File: config.mk
export PLATFORM = sky130hd
export DESIGN_NAME = audio_track_scheduler
export DESIGN_NICKNAME = d
export VERILOG_FILES = /design/src/rtl/audio_track_scheduler.sv
export SDC_FILE = /design/constraint.sdc
export NUM_CORES = 1
export LEC_CHECK = 0
export CORE_MARGIN = 2
export CORE_UTILIZATION = 30
export CTS_CLUSTER_DIAMETER = 40
export CTS_CLUSTER_SIZE = 25
export DETAILED_ROUTE_END_ITERATION = 10
export PLACE_DENSITY = 0.49
export SYNTH_ARGS = -nofsm -noshare
export SYNTH_HDL_FRONTEND = slang
export SYNTH_SLANG_ARGS = --single-unit
File: constraint.sdc
create_clock -name MasterCLK -period 4.3 [get_ports MasterCLK]
set_clock_uncertainty 0.2 [all_clocks]
set_input_delay 0.86 -clock MasterCLK [delete_from_list [all_inputs] [get_ports MasterCLK]]
set_output_delay 0.86 -clock MasterCLK [all_outputs]
set_load 0.03 [all_outputs]
File: src/rtl/audio_track_scheduler.sv
// rtl/audio_track_scheduler.sv - shares one SD block-read port between two double-buffered audio tracks
//
// Ports:
//   MasterCLK, Reset            : clock and synchronous active-high reset
//   TnBeginAddr/TnEndAddr       : inclusive block range of track n
//   TnPlay/TnLoop               : play level (rising edge starts) and loop-at-end level
//   TnRefill                    : one-cycle pulse, consumer drained a bank of track n
//   SD_Ready/SD_Done/SD_Error   : SD block-read controller status
//   SD_ReadStart/SD_Address     : read command and block address
//   DestTrack/DestBank/Busy     : destination tag of the outstanding transfer
//   TnActive/TnFinished         : track playing level, end/abort pulse
module audio_track_scheduler #(
    parameter int ADDR_WIDTH     = 24,
    parameter int MAX_RETRIES    = 3,
    parameter int TIMEOUT_CYCLES = 1000000
) (
    input  logic                  MasterCLK,
    input  logic                  Reset,
    input  logic [ADDR_WIDTH-1:0] T1BeginAddr,
    input  logic [ADDR_WIDTH-1:0] T1EndAddr,
    input  logic                  T1Play,
    input  logic                  T1Loop,
    input  logic [ADDR_WIDTH-1:0] T2BeginAddr,
    input  logic [ADDR_WIDTH-1:0] T2EndAddr,
    input  logic                  T2Play,
    input  logic                  T2Loop,
    input  logic                  T1Refill,
    input  logic                  T2Refill,
    input  logic                  SD_Ready,
    input  logic                  SD_Done,
    input  logic                  SD_Error,
    output logic                  SD_ReadStart,
    output logic [ADDR_WIDTH-1:0] SD_Address,
    output logic                  DestTrack,
    output logic                  DestBank,
    output logic                  Busy,
    output logic                  T1Active,
    output logic                  T2Active,
    output logic                  T1Finished,
    output logic                  T2Finished
);

    localparam int RW = (MAX_RETRIES > 1) ? $clog2(MAX_RETRIES + 1) : 1;
    localparam int TW = (TIMEOUT_CYCLES > 1) ? $clog2(TIMEOUT_CYCLES + 1) : 1;
    localparam logic [RW-1:0] RETRY_LAST = RW'(MAX_RETRIES - 1);
    localparam logic [TW-1:0] TO_LAST    = TW'(TIMEOUT_CYCLES - 1);

    typedef enum logic [2:0] {S_IDLE, S_ISSUE, S_WAIT, S_DONE, S_RETRY} state_t;
    state_t state, next_state;

    logic [1:0] play, loop, refill, play_q, rise;
    logic [1:0] active, last, bank, gen, fin;
    logic [1:0] elig, done_hit, retry_hit, refill_ok;
    logic [ADDR_WIDTH-1:0] begin_in [2];
    logic [ADDR_WIDTH-1:0] end_in [2];
    logic [ADDR_WIDTH-1:0] addr [2];
    logic [ADDR_WIDTH-1:0] end_q [2];
    logic [1:0] pending [2];
    logic [1:0] pend_net [2];
    logic [2:0] pend_sum [2];
    logic [RW-1:0] retry [2];
    logic rr, sel, cur_gen, dest_track, dest_bank;
    logic [TW-1:0] to_cnt;
    logic [ADDR_WIDTH-1:0] sd_addr;

    assign play        = {T2Play, T1Play};
    assign loop        = {T2Loop, T1Loop};
    assign refill      = {T2Refill, T1Refill};
    assign begin_in[0] = T1BeginAddr;
    assign begin_in[1] = T2BeginAddr;
    assign end_in[0]   = T1EndAddr;
    assign end_in[1]   = T2EndAddr;
    assign rise        = play & ~play_q;

    assign SD_ReadStart = (state == S_ISSUE);
    assign Busy         = (state == S_ISSUE) || (state == S_WAIT);
    assign SD_Address   = sd_addr;
    assign DestTrack    = dest_track;
    assign DestBank     = dest_bank;
    assign T1Active     = active[0];
    assign T2Active     = active[1];
    assign T1Finished   = fin[0];
    assign T2Finished   = fin[1];

    // A completed transfer only counts if its track is still active and has not
    // been restarted since the read was latched (generation tag match).
    always_comb begin
        for (int t = 0; t < 2; t++) begin
            elig[t]      = active[t] && (pending[t] != 2'd0);
            refill_ok[t] = refill[t] && active[t] && !last[t];
            done_hit[t]  = (state == S_DONE) && (dest_track == 1'(t)) &&
                           (gen[t] == cur_gen) && active[t];
            retry_hit[t] = (state == S_RETRY) && (dest_track == 1'(t)) &&
                           (gen[t] == cur_gen) && active[t];
            pend_sum[t]  = {1'b0, pending[t]} + {2'b00, refill_ok[t]} - {2'b00, done_hit[t]};
            pend_net[t]  = (pend_sum[t] > 3'd2) ? 2'd2 : pend_sum[t][1:0];
        end
        sel = (elig[0] && elig[1]) ? rr : ~elig[0];
    end

    always_ff @(posedge MasterCLK) begin
        if (Reset) state <= S_IDLE;
        else       state <= next_state;
    end

    always_comb begin
        next_state = state;
        case (state)
            S_IDLE:  if (SD_Ready && (elig != 2'b00)) next_state = S_ISSUE;
            S_ISSUE: next_state = S_WAIT;
            S_WAIT: begin
                if (SD_Done)                next_state = SD_Error ? S_RETRY : S_DONE;
                else if (to_cnt == TO_LAST) next_state = S_RETRY;
            end
            S_DONE:  next_state = S_IDLE;
            S_RETRY: next_state = S_IDLE;
            default: next_state = S_IDLE;
        endcase
    end

    always_ff @(posedge MasterCLK) begin
        if (Reset) begin
            play_q     <= play;
            active     <= '0;
            last       <= '0;
            bank       <= '0;
            gen        <= '0;
            fin        <= '0;
            rr         <= 1'b0;
            cur_gen    <= 1'b0;
            to_cnt     <= '0;
            sd_addr    <= '0;
            dest_track <= 1'b0;
            dest_bank  <= 1'b0;
            for (int t = 0; t < 2; t++) begin
                addr[t]    <= '0;
                end_q[t]   <= '0;
                pending[t] <= '0;
                retry[t]   <= '0;
            end
        end else begin
            play_q <= play;
            fin    <= '0;
            case (state)
                S_IDLE: begin
                    if (next_state == S_ISSUE) begin
                        sd_addr    <= addr[sel];
                        dest_track <= sel;
                        dest_bank  <= bank[sel];
                        cur_gen    <= gen[sel];
                    end
                end
                S_ISSUE: to_cnt <= '0;
                S_WAIT:  to_cnt <= to_cnt + TW'(1);
                S_DONE, S_RETRY: begin
                    sd_addr    <= '0;
                    dest_track <= 1'b0;
                    dest_bank  <= 1'b0;
                    if (state == S_DONE) rr <= ~dest_track;
                end
                default: ;
            endcase

            for (int t = 0; t < 2; t++) begin
                if (!play[t]) begin
                    active[t]  <= 1'b0;
                    pending[t] <= 2'd0;
                end else if (rise[t]) begin
                    if ((begin_in[t] <= end_in[t])) begin
                        active[t]  <= 1'b1;
                        addr[t]    <= begin_in[t];
                        end_q[t]   <= end_in[t];
                        bank[t]    <= 1'b0;
                        pending[t] <= 2'd2;
                        last[t]    <= 1'b0;
                        retry[t]   <= '0;
                        gen[t]     <= ~gen[t];
                    end else begin
                        fin[t] <= 1'b1;
                    end
                end else begin
                    pending[t] <= pend_net[t];
                    if (done_hit[t]) begin
                        bank[t]  <= ~bank[t];
                        retry[t] <= '0;
                        if (addr[t] == end_q[t]) begin
                            if (loop[t]) begin
                                addr[t]  <= begin_in[t];
                                end_q[t] <= end_in[t];
                            end else begin
                                last[t]    <= 1'b1;
                                active[t]  <= 1'b0;
                                pending[t] <= 2'd0;
                                fin[t]     <= 1'b1;
                            end
                        end else begin
                            addr[t] <= addr[t] + ADDR_WIDTH'(1);
                        end
                    end
                    if (retry_hit[t]) begin
                        if (retry[t] < RETRY_LAST) begin
                            retry[t] <= retry[t] + RW'(1);
                        end else begin
                            active[t]  <= 1'b0;
                            pending[t] <= 2'd0;
                            fin[t]     <= 1'b1;
                        end
                    end
                end
            end
        end
    end

endmodule
## After elaboration in Yosys (flattened, before gate mapping)

Memories as Yosys holds them, arrays and structs flattened.
Cells that the tools add are included.

- Bits in registers: 63
- Bits in latches: 0
- Memory bits (writable): 104
- ROM bits: 0
- Input bits: 107
- Output and inout bits: 32
- Logic and storage cells: 315
- Memories kept: 4

Memory list:

| memory | words | width | rd ports | clocked after Yosys merged registers in | wr ports | RTL line | RTL |
|---|---|---|---|---|---|---|---|
| addr | 2 | 24 | 3 | 0 | 2 | 56 | `logic [ADDR_WIDTH-1:0] addr [2];` |
| end_q | 2 | 24 | 2 | 0 | 2 | 57 | `logic [ADDR_WIDTH-1:0] end_q [2];` |
| pending | 2 | 2 | 2 | 0 | 2 | 58 | `logic [1:0] pending [2];` |
| retry | 2 | 2 | 2 | 0 | 2 | 61 | `logic [RW-1:0] retry [2];` |

- Add/sub/neg operators: 9
- $mul: 0
- Div/mod/pow operators: 0
- $lt $le $gt $ge: 7
- Equal/unequal tests: 15
- Shift operators: 0
- Multiplexer cells: 181
- Bitwise logic cells: 36
- Reduce and logical (&&, ||, !) cells: 45

Operators by type and width:

| operator | number |
|---|---|
| two-way mux 24 bit | 11 |
| two-way mux 1 bit | 143 |
| adder 24 x 1 -> 24 bit (second input constant) | 2 |
| equality test 24 bit | 2 |
| <= comparator 24 bit | 2 |
| one-hot mux 24 bit (2 select lines) | 1 |
| one-hot mux 20 bit (2 select lines) | 1 |
| two-way mux 2 bit | 18 |
| OR 1 bit | 26 |
| adder 20 x 1 -> 20 bit (second input constant) | 1 |
| equality test 20 bit (second input constant) | 1 |
| logical AND 1 bit | 20 |
| nonzero test 2 bit | 9 |
| two-way mux 3 bit | 4 |
| AND reduction 3 bit | 4 |
| AND reduction 5 bit | 2 |
| one-hot mux 3 bit (3 select lines) | 1 |
| != test 2 x 1 -> 1 bit (second input constant) | 4 |
| NOT 1 bit | 8 |
| adder 2 x 1 -> 3 bit | 2 |
| equality test 3 x 1 -> 1 bit (second input constant) | 2 |
| equality test 3 x 2 -> 1 bit (second input constant) | 2 |
| greater-than comparator 3 x 2 -> 1 bit (second input constant) | 2 |
| AND reduction 2 bit | 3 |
| other kinds (14) | 22 |

## Longest topological paths before layout

Gate-level depths: netlist (run 1).

- Depth after elaboration: 11
- Mapped depth: 14
- Gate-level depth less buffers: 13

## Worst setup path before layout (run 1)

OpenSTA, ideal clock, no wires.

- Path type: input to register
- Start: input port T2EndAddr[15]
- End: memory addr[1][0], enable pin
- Setup time: 0.438 ns
- Data arrival time: 3.208 ns
- Required time: 3.662 ns
- Setup slack: 0.454 ns
- Stages on the path: 9
- Buffers on the path: 0
- Cells stage by stage: inv_1 ha_1 a21oi_1 o21ai_1 a221oi_2 nand3_1 a211oi_4 nor2_1 o21ai_0

RTL lines:

| item | RTL line | RTL |
|---|---|---|
| start, declared | 24 | `input logic [ADDR_WIDTH-1:0] T2EndAddr,` |
| end, declared | 56 |  |

## Worst setup path after layout (run 1)

- Start: register state[1]
- End: output port Busy

- Cells in the longest elaborated chain, start to end: 2
- Elaborated cells on any way between the ends: 3
- Those cells by class: eq/ne: 2; reduce/logical: 1

RTL lines:

| item | RTL line | RTL |
|---|---|---|
| start, declared | 49 | `state_t state, next_state;` |
| start signal, assigned | 103 | `else state <= next_state;` |
| equality test 3 x 1 -> 1 bit or equality test 3 x 2 -> 1 bit (tied branches) | 76 | `assign Busy = (state == S_ISSUE) \|\| (state == S_WAIT);` |
| logical OR 1 bit * | 76 |  |
| end, declared | 36 | `output logic Busy,` |

Every way passes the cells marked *; elsewhere a longest branch is shown, timed or not.

==> impl_metrics.env, run 1 <==
export IMPL_final_nets=1368
export IMPL_synth_top_family_by_area="compound AO/OA/AOI/OAI gates"
export IMPL_finalSetupTns_ns=0
export IMPL_start_util=0.3046
export IMPL_p_per_area_nw_per_um2=309.3
export IMPL_syn2layout_area_growth_pct=24.35
export IMPL_yosys_area_share_simple=0.1545
export IMPL_post_cts_buffers=0
export IMPL_ys_types=75
export IMPL_reg2reg_from="addr[1][9]"
export IMPL_r2r_slack_ns=1.14
export IMPL_chipWidth_microns=191.1
export IMPL_syn_nets=1247
export IMPL_htreeDepth=4
export IMPL_dr_wl_met3_microns=1447
export IMPL_r2r_cells=6
export IMPL_hpwl_microns=24790
export IMPL_syn_cell_area_sq_um=10500
export IMPL_synth_compound_area_frac=0.1656
export IMPL_hold_buffers=0
export IMPL_first_iter_violations=502
export IMPL_vias=8540
export IMPL_hold_viol_final=0
export IMPL_chipHeight_microns=191.1
export IMPL_worstPathRequired_ns=3.24
export IMPL_clk_pin_slew_worst_paths_ns=0.07
export IMPL_rows=68
export IMPL_die_area_sq_um=36500
export IMPL_outcome="finished clean"
export IMPL_endpoint="Busy"
export IMPL_grt_max_degree=37
export IMPL_grt_pass1_vias=8378
export IMPL_seq_power_share=0.469
export IMPL_p_int_uw=2885
export IMPL_p_clk_frac=0.387
export IMPL_ios=139
export IMPL_p_comb_frac=0.144
export IMPL_critPathLaunchType="register"
export IMPL_cts_tree="yes"
export IMPL_wl_met1_microns=15250
export IMPL_muxShareOfSynthArea=0.05102
export IMPL_synth_xor_area_frac=0.08177
export IMPL_met2_length_microns=15320
export IMPL_power_leakage_uw=0.005123
export IMPL_crit_start="state[1]"
export IMPL_ant_nets=0
export IMPL_highest_layer="met4"
export IMPL_finalCriticalPeriod_ns=3.783
export IMPL_n_antenna_cell=0
export IMPL_routabilityCongestion=0.8190
export IMPL_tightest_slew_ns=0.8063
export IMPL_grt_antenna_before_repair=0
export IMPL_drv_cap=0
export IMPL_ir_drop_mv=0.2716
export IMPL_end_kind="output port"
export IMPL_postCtsResizedCells=0
export IMPL_clock_sinks=167
export IMPL_grt_usage=0.1806
export IMPL_ys_ff_latch=167
export IMPL_p_switching_uw=1152
export IMPL_synthCells=1083
export IMPL_hold_worst_slack_ns=0.2922
export IMPL_postSynthAreaPerCell_sq_um=9.692
export IMPL_finalSetupViolations=0
export IMPL_drcViolationCount=0
export IMPL_r2r_end="addr[1][17]"
export IMPL_routed_wl_microns=32340
export IMPL_synth_edff_count=104
export IMPL_yosysWarnings=0
export IMPL_firstDrtPassIters=5
export IMPL_clk_latency_ns=0.44
export IMPL_slew_headroom=0.4610
export IMPL_port_buffer_count=138
export IMPL_ys_seq_area_frac=0.4177
export IMPL_synthAdderAreaFrac=0.06938
export IMPL_cts_buffer_depth=2
export IMPL_coreArea_sq_um=34460
export IMPL_cp_arrival_ns=2.72
export IMPL_crit_fanout=13
export IMPL_critical_path_class="register to output port"
export IMPL_numCtsBuffers=17
export IMPL_rsz0062_at_grt="false"
export IMPL_max_freq_mhz=264.3
export IMPL_synthFlopType="edfxtp_1"
export IMPL_grt_pass1_wl_microns=49850
export IMPL_sw_frac_of_total=0.2853
export IMPL_finalCritPeriodShare=0.8797
export IMPL_viasPerCell=5.108
export IMPL_routedWlPerCell_microns=19.34
export IMPL_drive_gt1_frac=0.08792
export IMPL_ys_async_sr_fraction=0
export IMPL_overflow=0
export IMPL_drv_slew=0
export IMPL_hp_class="register to register"
export IMPL_cts_root_buf="clkbuf_16"
-- sequential cells by signal (all words and copies together) (netlist names), 3 cells and up --
| name | flops |
|---|---|
| SD_Address | 24 |
| state | 3 |
| end_q | 48 |
| retry | 4 |
| addr | 48 |
| to_cnt | 20 |
| pending | 4 |
-- cells in the mapped netlist (4+ instances only) --
cell type | number | share of area
a211oi_1 | 31 | 0.022
a21oi_1 | 84 | 0.040
a22oi_1 | 22 | 0.016
a31oi_1 | 26 | 0.015
and3_1 | 14 | 0.0083
and4_1 | 4 | 0.0033
buf_2 | 23 | 0.011
buf_4 | 4 | 0.0029
clkbuf_1 | 28 | 0.010
dfxtp_1 | 63 | 0.12
edfxtp_1 | 104 | 0.30
ha_1 | 55 | 0.066
inv_1 | 88 | 0.031
mux2_2 | 4 | 0.0043
mux2i_1 | 49 | 0.047
nand2_1 | 66 | 0.024
nand2b_1 | 8 | 0.0048
nand3_1 | 36 | 0.017
nand3b_1 | 7 | 0.0050
nand4_1 | 27 | 0.016
nor2_1 | 85 | 0.030
nor2b_1 | 6 | 0.0036
nor3_1 | 15 | 0.0072
nor4_1 | 18 | 0.011
o211ai_1 | 5 | 0.0036
o21ai_0 | 18 | 0.0086
o41ai_2 | 20 | 0.031
or3_1 | 8 | 0.0048
xnor2_1 | 34 | 0.028
xor2_1 | 64 | 0.053
-- layer usage --
layer,up-vias,track usage
met2,218,0.2963
met1,4097,0.2500
li1,4204,-
met4,0,0.03994
met3,21,0.02809
met5,-,0
-- cell type report --
cell class | instances | area (sq um)
fillers | 3444 | 21410
multi-input cells | 766 | 5520
flip-flops and latches | 167 | 4384
repair buffers | 163 | 1664
well taps | 455 | 569.3
clock buffers | 17 | 425.4
inverters | 89 | 334.1
clock inverters | 15 | 155.1
-- stage by stage --
step / setup slack, ns / cells / instance area (sq um) / total power [uW] / utilization
6_report: 0.5171 / 1672 / 13050 / 4037 / 0.3788
5_1_grt: 0.2557 / 1672 / 13050 / 4200 / 0.3788
3_3_place_gp: 0.09486 / 1640 / 12470 / 2507 / 0.3619
2_1_floorplan: 0.4537 / 1083 / 10500 / 2211 / -
4_1_cts: 0.4274 / 1672 / 13050 / 4076 / 0.3788
3_5_place_dp: 0.08559 / 1640 / 12470 / 2511 / 0.3619
-- power groups by stage --
| stage | clock (uW) | combinational, uW | sequential [uW] |
|---|---|---|---|
| 2_1_floorplan | 0 | 319 | 1890 |
| 3_5_place_dp | 0 | 581 | 1930 |
| 6_report | 1560 | 581 | 1890 |
| 3_3_place_gp | 0 | 575 | 1930 |
| 5_1_grt | 1660 | 639 | 1900 |
| 4_1_cts | 1600 | 584 | 1890 |
-- placed cells by master (no fill, tap or decap), types with 14 or more instances in the layout --
cell type | Yosys | layout
a211oi_1 | 31 | 31
a21oi_1 | 84 | 83
a22oi_1 | 22 | 22
a31oi_1 | 26 | 26
and3_1 | 14 | 14
buf_4 | 4 | 17
clkbuf_16 | 0 | 17
clkdlybuf4s50_1 | 0 | 137
dfxtp_1 | 63 | 63
edfxtp_1 | 104 | 104
ha_1 | 55 | 55
inv_1 | 88 | 88
mux2i_1 | 49 | 49
nand2_1 | 66 | 66
nand3_1 | 36 | 35
nand4_1 | 27 | 27
nor2_1 | 85 | 85
nor3_1 | 15 | 15
nor4_1 | 18 | 18
o21ai_0 | 18 | 17
o41ai_2 | 20 | 20
xnor2_1 | 34 | 34
xor2_1 | 64 | 64
-- kinds of logic after synthesis --
family,Yosys count
DFF,167
AOI/OAI and AO/OA,238
buffers and inverters,150
xor gates and xnor gates,98
and+or+nand+nor,320
adders and majority gates,57
muxes,53
-- worst max-delay path: stages, from the launching register on --
cell,delay (ns)
dfxtp_1,0.46
nor2_1,0.09
nand2_1,0.37
inv_1,0.12
nor2_1,0.47
inv_1,0.13
clkdlybuf4s50_1,0.63
-- worst min-delay path by stage --
| stage | start | slack, ns | end | cells past startpoint |
|---|---|---|---|---|
| floorplan | last[1] | 0.24 | last[1] | 1 |
| detailed placement | rr | 0.28 | rr | 2 |
| CTS | last[0] | 0.30 | last[0] | 2 |
| global route | last[0] | 0.31 | last[0] | 2 |
| global placement | rr | 0.27 | rr | 2 |
| finish | rr | 0.29 | rr | 2 |
Note: power is estimated with default switching activity, not from simulation.
==> inputs of run 2 (changes only) <==
- PLACE_DENSITY: 0.49 -> 0.48
==> impl_metrics.env, run 2 (synthesis gave the netlist of run 1 again) <==
export IMPL_hold_viol_final=0
export IMPL_grt_pass1_vias=8347
export IMPL_finalSetupViolations=0
export IMPL_ios=139
export IMPL_highest_layer="met4"
export IMPL_cpPeakStageDelay_ns=0.63
export IMPL_chipHeight_microns=191.1
export IMPL_postCtsResizedCells=0
export IMPL_drv_slew=0
export IMPL_clk_latency_ns=0.45
export IMPL_first_iter_violations=493
export IMPL_p_per_area_nw_per_um2=312.7
export IMPL_hp_class="register to register"
export IMPL_ir_drop_mv=0.2586
export IMPL_final_nets=1363
export IMPL_slew_headroom=0.3146
export IMPL_cts_tree="yes"
export IMPL_routabilityCongestion=0.8372
export IMPL_critPathLaunchType="register"
export IMPL_cts_root_buf="clkbuf_16"
export IMPL_max_freq_mhz=264.3
export IMPL_regArea_sq_um=4384
export IMPL_grt_antenna_before_repair=0
export IMPL_htreeDepth=4
export IMPL_chipWidth_microns=191.1
export IMPL_finalCritPeriodShare=0.8798
export IMPL_clock_sinks=167
export IMPL_port_buffer_count=138
export IMPL_firstDrtPassIters=5
export IMPL_final_common_cell="clkdlybuf4s50_1"
export IMPL_hpwl_microns=24460
export IMPL_overflow=0
export IMPL_met2_length_microns=15070
export IMPL_critical_path_class="register to output port"
export IMPL_drv_cap=0
export IMPL_outcome="finished clean"
export IMPL_grt_max_degree=49
export IMPL_grt_pass1_wl_microns=49180
export IMPL_finalCriticalPeriod_ns=3.783
export IMPL_start_util=0.3046
export IMPL_fillers=3482
export IMPL_post_cts_buffers=0
export IMPL_grt_usage=0.1777
export IMPL_cp_arrival_ns=2.72
export IMPL_numCtsBuffers=17
export IMPL_crit_fanout=13
export IMPL_drive_gt1_frac=0.08333
export IMPL_drcViolationCount=0
export IMPL_cts_buffer_depth=2
export IMPL_rsz0062_at_grt="false"
export IMPL_power_leakage_uw=0.005097
export IMPL_coreArea_sq_um=34460
export IMPL_slowest_stage="clkdlybuf4s50_1"
export IMPL_worstPathRequired_ns=3.24
export IMPL_dp_cells=1635
export IMPL_ant_nets=0
export IMPL_end_kind="output port"
export IMPL_critical_path_cell_chain="nor2_1, nand2_1, inv_1, nor2_1, inv_1, clkdlybuf4s50_1"
export IMPL_routedWlPerCell_microns=19.16
export IMPL_multi_input_area_sq_um=5520
export IMPL_die_area_sq_um=36500
export IMPL_routed_wl_microns=31930
export IMPL_hold_buffers=0
export IMPL_clk_pin_slew_worst_paths_ns=0.07
export IMPL_finalSetupTns_ns=0
export IMPL_vias=8460
export IMPL_dr_wl_met3_microns=1404
export IMPL_final_cell_mix="137 x clkdlybuf4s50_1, 104 x edfxtp_1, 88 x inv_1, 85 x nor2_1, 83 x a21oi_1"
export IMPL_tightest_slew_ns=1.025
export IMPL_rows=68
export IMPL_viasPerCell=5.075
export IMPL_n_antenna_cell=0
export IMPL_final_cells=1667
export IMPL_wl_met1_microns=15110
export IMPL_syn2layout_area_growth_pct=24.31
run 2: worst paths after layout:
path / start / to / slack, ns / depth (start not counted)
setup reg to reg: addr[1][9] / addr[1][0] / 1.08 / 6
setup / recovery: state[1] / Busy / 0.52 / 6
hold / removal: last[0] / last[0] / 0.29 / 2
hold reg to reg: last[0] / last[0] / 0.29 / 2
run 2: per-layer routing:
metal,GRT usage,up-vias
li1,-,4177
met1,0.2466,4065
met2,0.2889,199
met3,0.02846,19
met4,0.04201,0
met5,0,-
run 2: layout make-up:
class,instances,area share
Tap cell,455,0.04363
Sequential cell,167,0.3360
Timing Repair Buffer,158,0.1247
Clock inverter,10,0.008151
Inverter,89,0.02560
Clock buffer,22,0.03884
Multi-Input combinational cell,766,0.4231
run 2: stage by stage:
step	utilization	hold WS [ns]	cell area, sq um	total power [uW]	setup WS [ns]
2_1_floorplan	-	0.2414	10500	2211	0.4537
3_3_place_gp	0.3609	0.2811	12430	2505	0.1587
3_5_place_dp	0.3609	0.2856	12430	2508	0.1614
4_1_cts	0.3786	0.2996	13050	4119	0.4780
6_report	0.3786	0.2942	13050	4080	0.5167
5_1_grt	0.3786	0.3217	13050	4243	0.2420
run 2: power by group:
part,leakage [uW],internal [uW],switching [uW]
Sequential,0.00162,1790,99.5
Clock,0.000287,907,705
Combinational,0.00319,268,306
run 2: worst max-delay path: cells and delay by family (launching register included):
kind | cells | cell delay (ns)
simple gates | 3 | 0.93
flops | 1 | 0.47
buf+inv | 3 | 0.88
==> inputs of run 3 (changes only) <==
- CTS_BUF_LIST: unset -> sky130_fd_sc_hd__clkbuf_2
- HOLD_SLACK_MARGIN: unset -> 0.05
==> impl_metrics.env, run 3 (synthesis gave the netlist of run 1 again) <==
export IMPL_hold_end="gen[0]"
export IMPL_final_util=0.3687
export IMPL_reg2reg_from="addr[1][9]"
export IMPL_ir_drop_mv=0.1638
export IMPL_finalCritPeriodShare=0.8917
export IMPL_ios=139
export IMPL_rsz0062_at_grt="false"
export IMPL_ant_nets=0
export IMPL_routabilityCongestion=0.8372
export IMPL_drive_gt1_frac=0.08416
export IMPL_rows=68
export IMPL_hpwl_microns=24460
export IMPL_coreArea_sq_um=34460
export IMPL_grt_max_degree=49
export IMPL_drcViolationCount=0
export IMPL_tightest_slew_ns=1.034
export IMPL_grt_pass1_vias=8285
export IMPL_clock_sinks=167
export IMPL_outcome="finished clean"
export IMPL_max_freq_mhz=260.8
export IMPL_die_area_sq_um=36500
export IMPL_p_per_area_nw_per_um2=268.7
export IMPL_r2r_slack_ns=1.06
export IMPL_hold_worst_slack_ns=0.2412
export IMPL_finalSetupTns_ns=0
export IMPL_vias=8451
export IMPL_grt_pass1_wl_microns=48800
export IMPL_grt_antenna_before_repair=1
export IMPL_dp_cells=1635
export IMPL_start_util=0.3046
export IMPL_drv_cap=0
export IMPL_r2r_end="addr[1][0]"
export IMPL_cts_buffer_depth=2
export IMPL_routed_wl_microns=31750
export IMPL_total_power_uw=3413
export IMPL_cp_arrival_ns=2.77
export IMPL_r2r_cells=6
export IMPL_hp_start="Reset"
export IMPL_fillers=3517
export IMPL_port_buffer_count=138
export IMPL_clk_pin_slew_worst_paths_ns=0.26
export IMPL_final_cell_mix="137 x clkdlybuf4s50_1, 104 x edfxtp_1, 88 x inv_1, 84 x nor2_1, 83 x a21oi_1"
export IMPL_crit_fanout=13
export IMPL_chipWidth_microns=191.1
export IMPL_finalSetupViolations=0
export IMPL_hp_class="input pin to register"
export IMPL_power_leakage_uw=0.004955
export IMPL_first_iter_violations=465
export IMPL_overflow=0
export IMPL_cts_root_buf="clkbuf_2"
export IMPL_post_cts_buffers=0
export IMPL_critPathLaunchType="register"
export IMPL_syn2layout_area_growth_pct=21.05
export IMPL_hold_viol_final=0
export IMPL_final_nets=1363
export IMPL_final_common_cell="clkdlybuf4s50_1"
export IMPL_clk_latency_ns=0.78
export IMPL_slew_headroom=0.3085
export IMPL_viasPerCell=5.067
export IMPL_finalCriticalPeriod_ns=3.834
export IMPL_numCtsBuffers=17
export IMPL_hold_depth=3
export IMPL_critical_path_class="register to output port"
export IMPL_final_cells=1668
export IMPL_grt_usage=0.1760
export IMPL_postCtsResizedCells=0
export IMPL_htreeDepth=4
export IMPL_firstDrtPassIters=5
export IMPL_end_kind="output port"
export IMPL_cts_tree="yes"
export IMPL_hold_buffers=0
export IMPL_routedWlPerCell_microns=19.04
export IMPL_drv_slew=0
export IMPL_worstPathRequired_ns=3.24
export IMPL_chipHeight_microns=191.1
run 3: worst max-delay path, cell delays in order, from the launching register on:
cell,delay [ns]
dfxtp_1,0.53
nor2_1,0.10
nand2_2,0.24
inv_1,0.12
nor2_2,0.31
inv_1,0.11
clkdlybuf4s50_1,0.61
run 3: per-layer routing:
metal / vias up / GRT usage / routed length (microns)
met4: 0 / 0.03521 / 337
li1: 4172 / - / -
met3: 14 / 0.02791 / 1476
met2: 206 / 0.2879 / 14940
met5: - / 0 / 0
met1: 4059 / 0.2454 / 15000
run 3: how the worst max path moves through the flow:
stage / start / to / slack, ns
floorplan: T2EndAddr[15] / addr[1][0] / 0.45
global placement: T2EndAddr[15] / end_q[1][17] / 0.16
detailed placement: T2EndAddr[15] / end_q[1][16] / 0.16
CTS: state[1] / Busy / 0.02
global route: state[2] / Busy / 0.17
finish: state[1] / Busy / 0.47
run 3: layout make-up:
class	count	area, sq um	area share
clock inverters	14	173.9	0.01369
repair buffers	158	1627	0.1280
clock buffers	18	90.09	0.007090
multi-input cells	766	5525	0.4349
inverters	89	334.1	0.02629
diodes	1	2.502	0.0001969
flip-flops and latches	167	4384	0.3451
well taps	455	569.3	0.04481
run 3: report_power, final:
group          internal (uW)  switching [uW]  leakage (uW)
clock network            330             615      0.000144
registers               1790            99.7       0.00162
logic                    268             305       0.00319
total                   2390            1020       0.00496
run 3: metrics by stage:
step	cell area, sq um	worst slack (ns)
floorplan	10500	0.4537
global placement	12430	0.1587
detailed placement	12430	0.1614
CTS	12700	0.02150
global route	12710	0.1708
finish	12710	0.4659
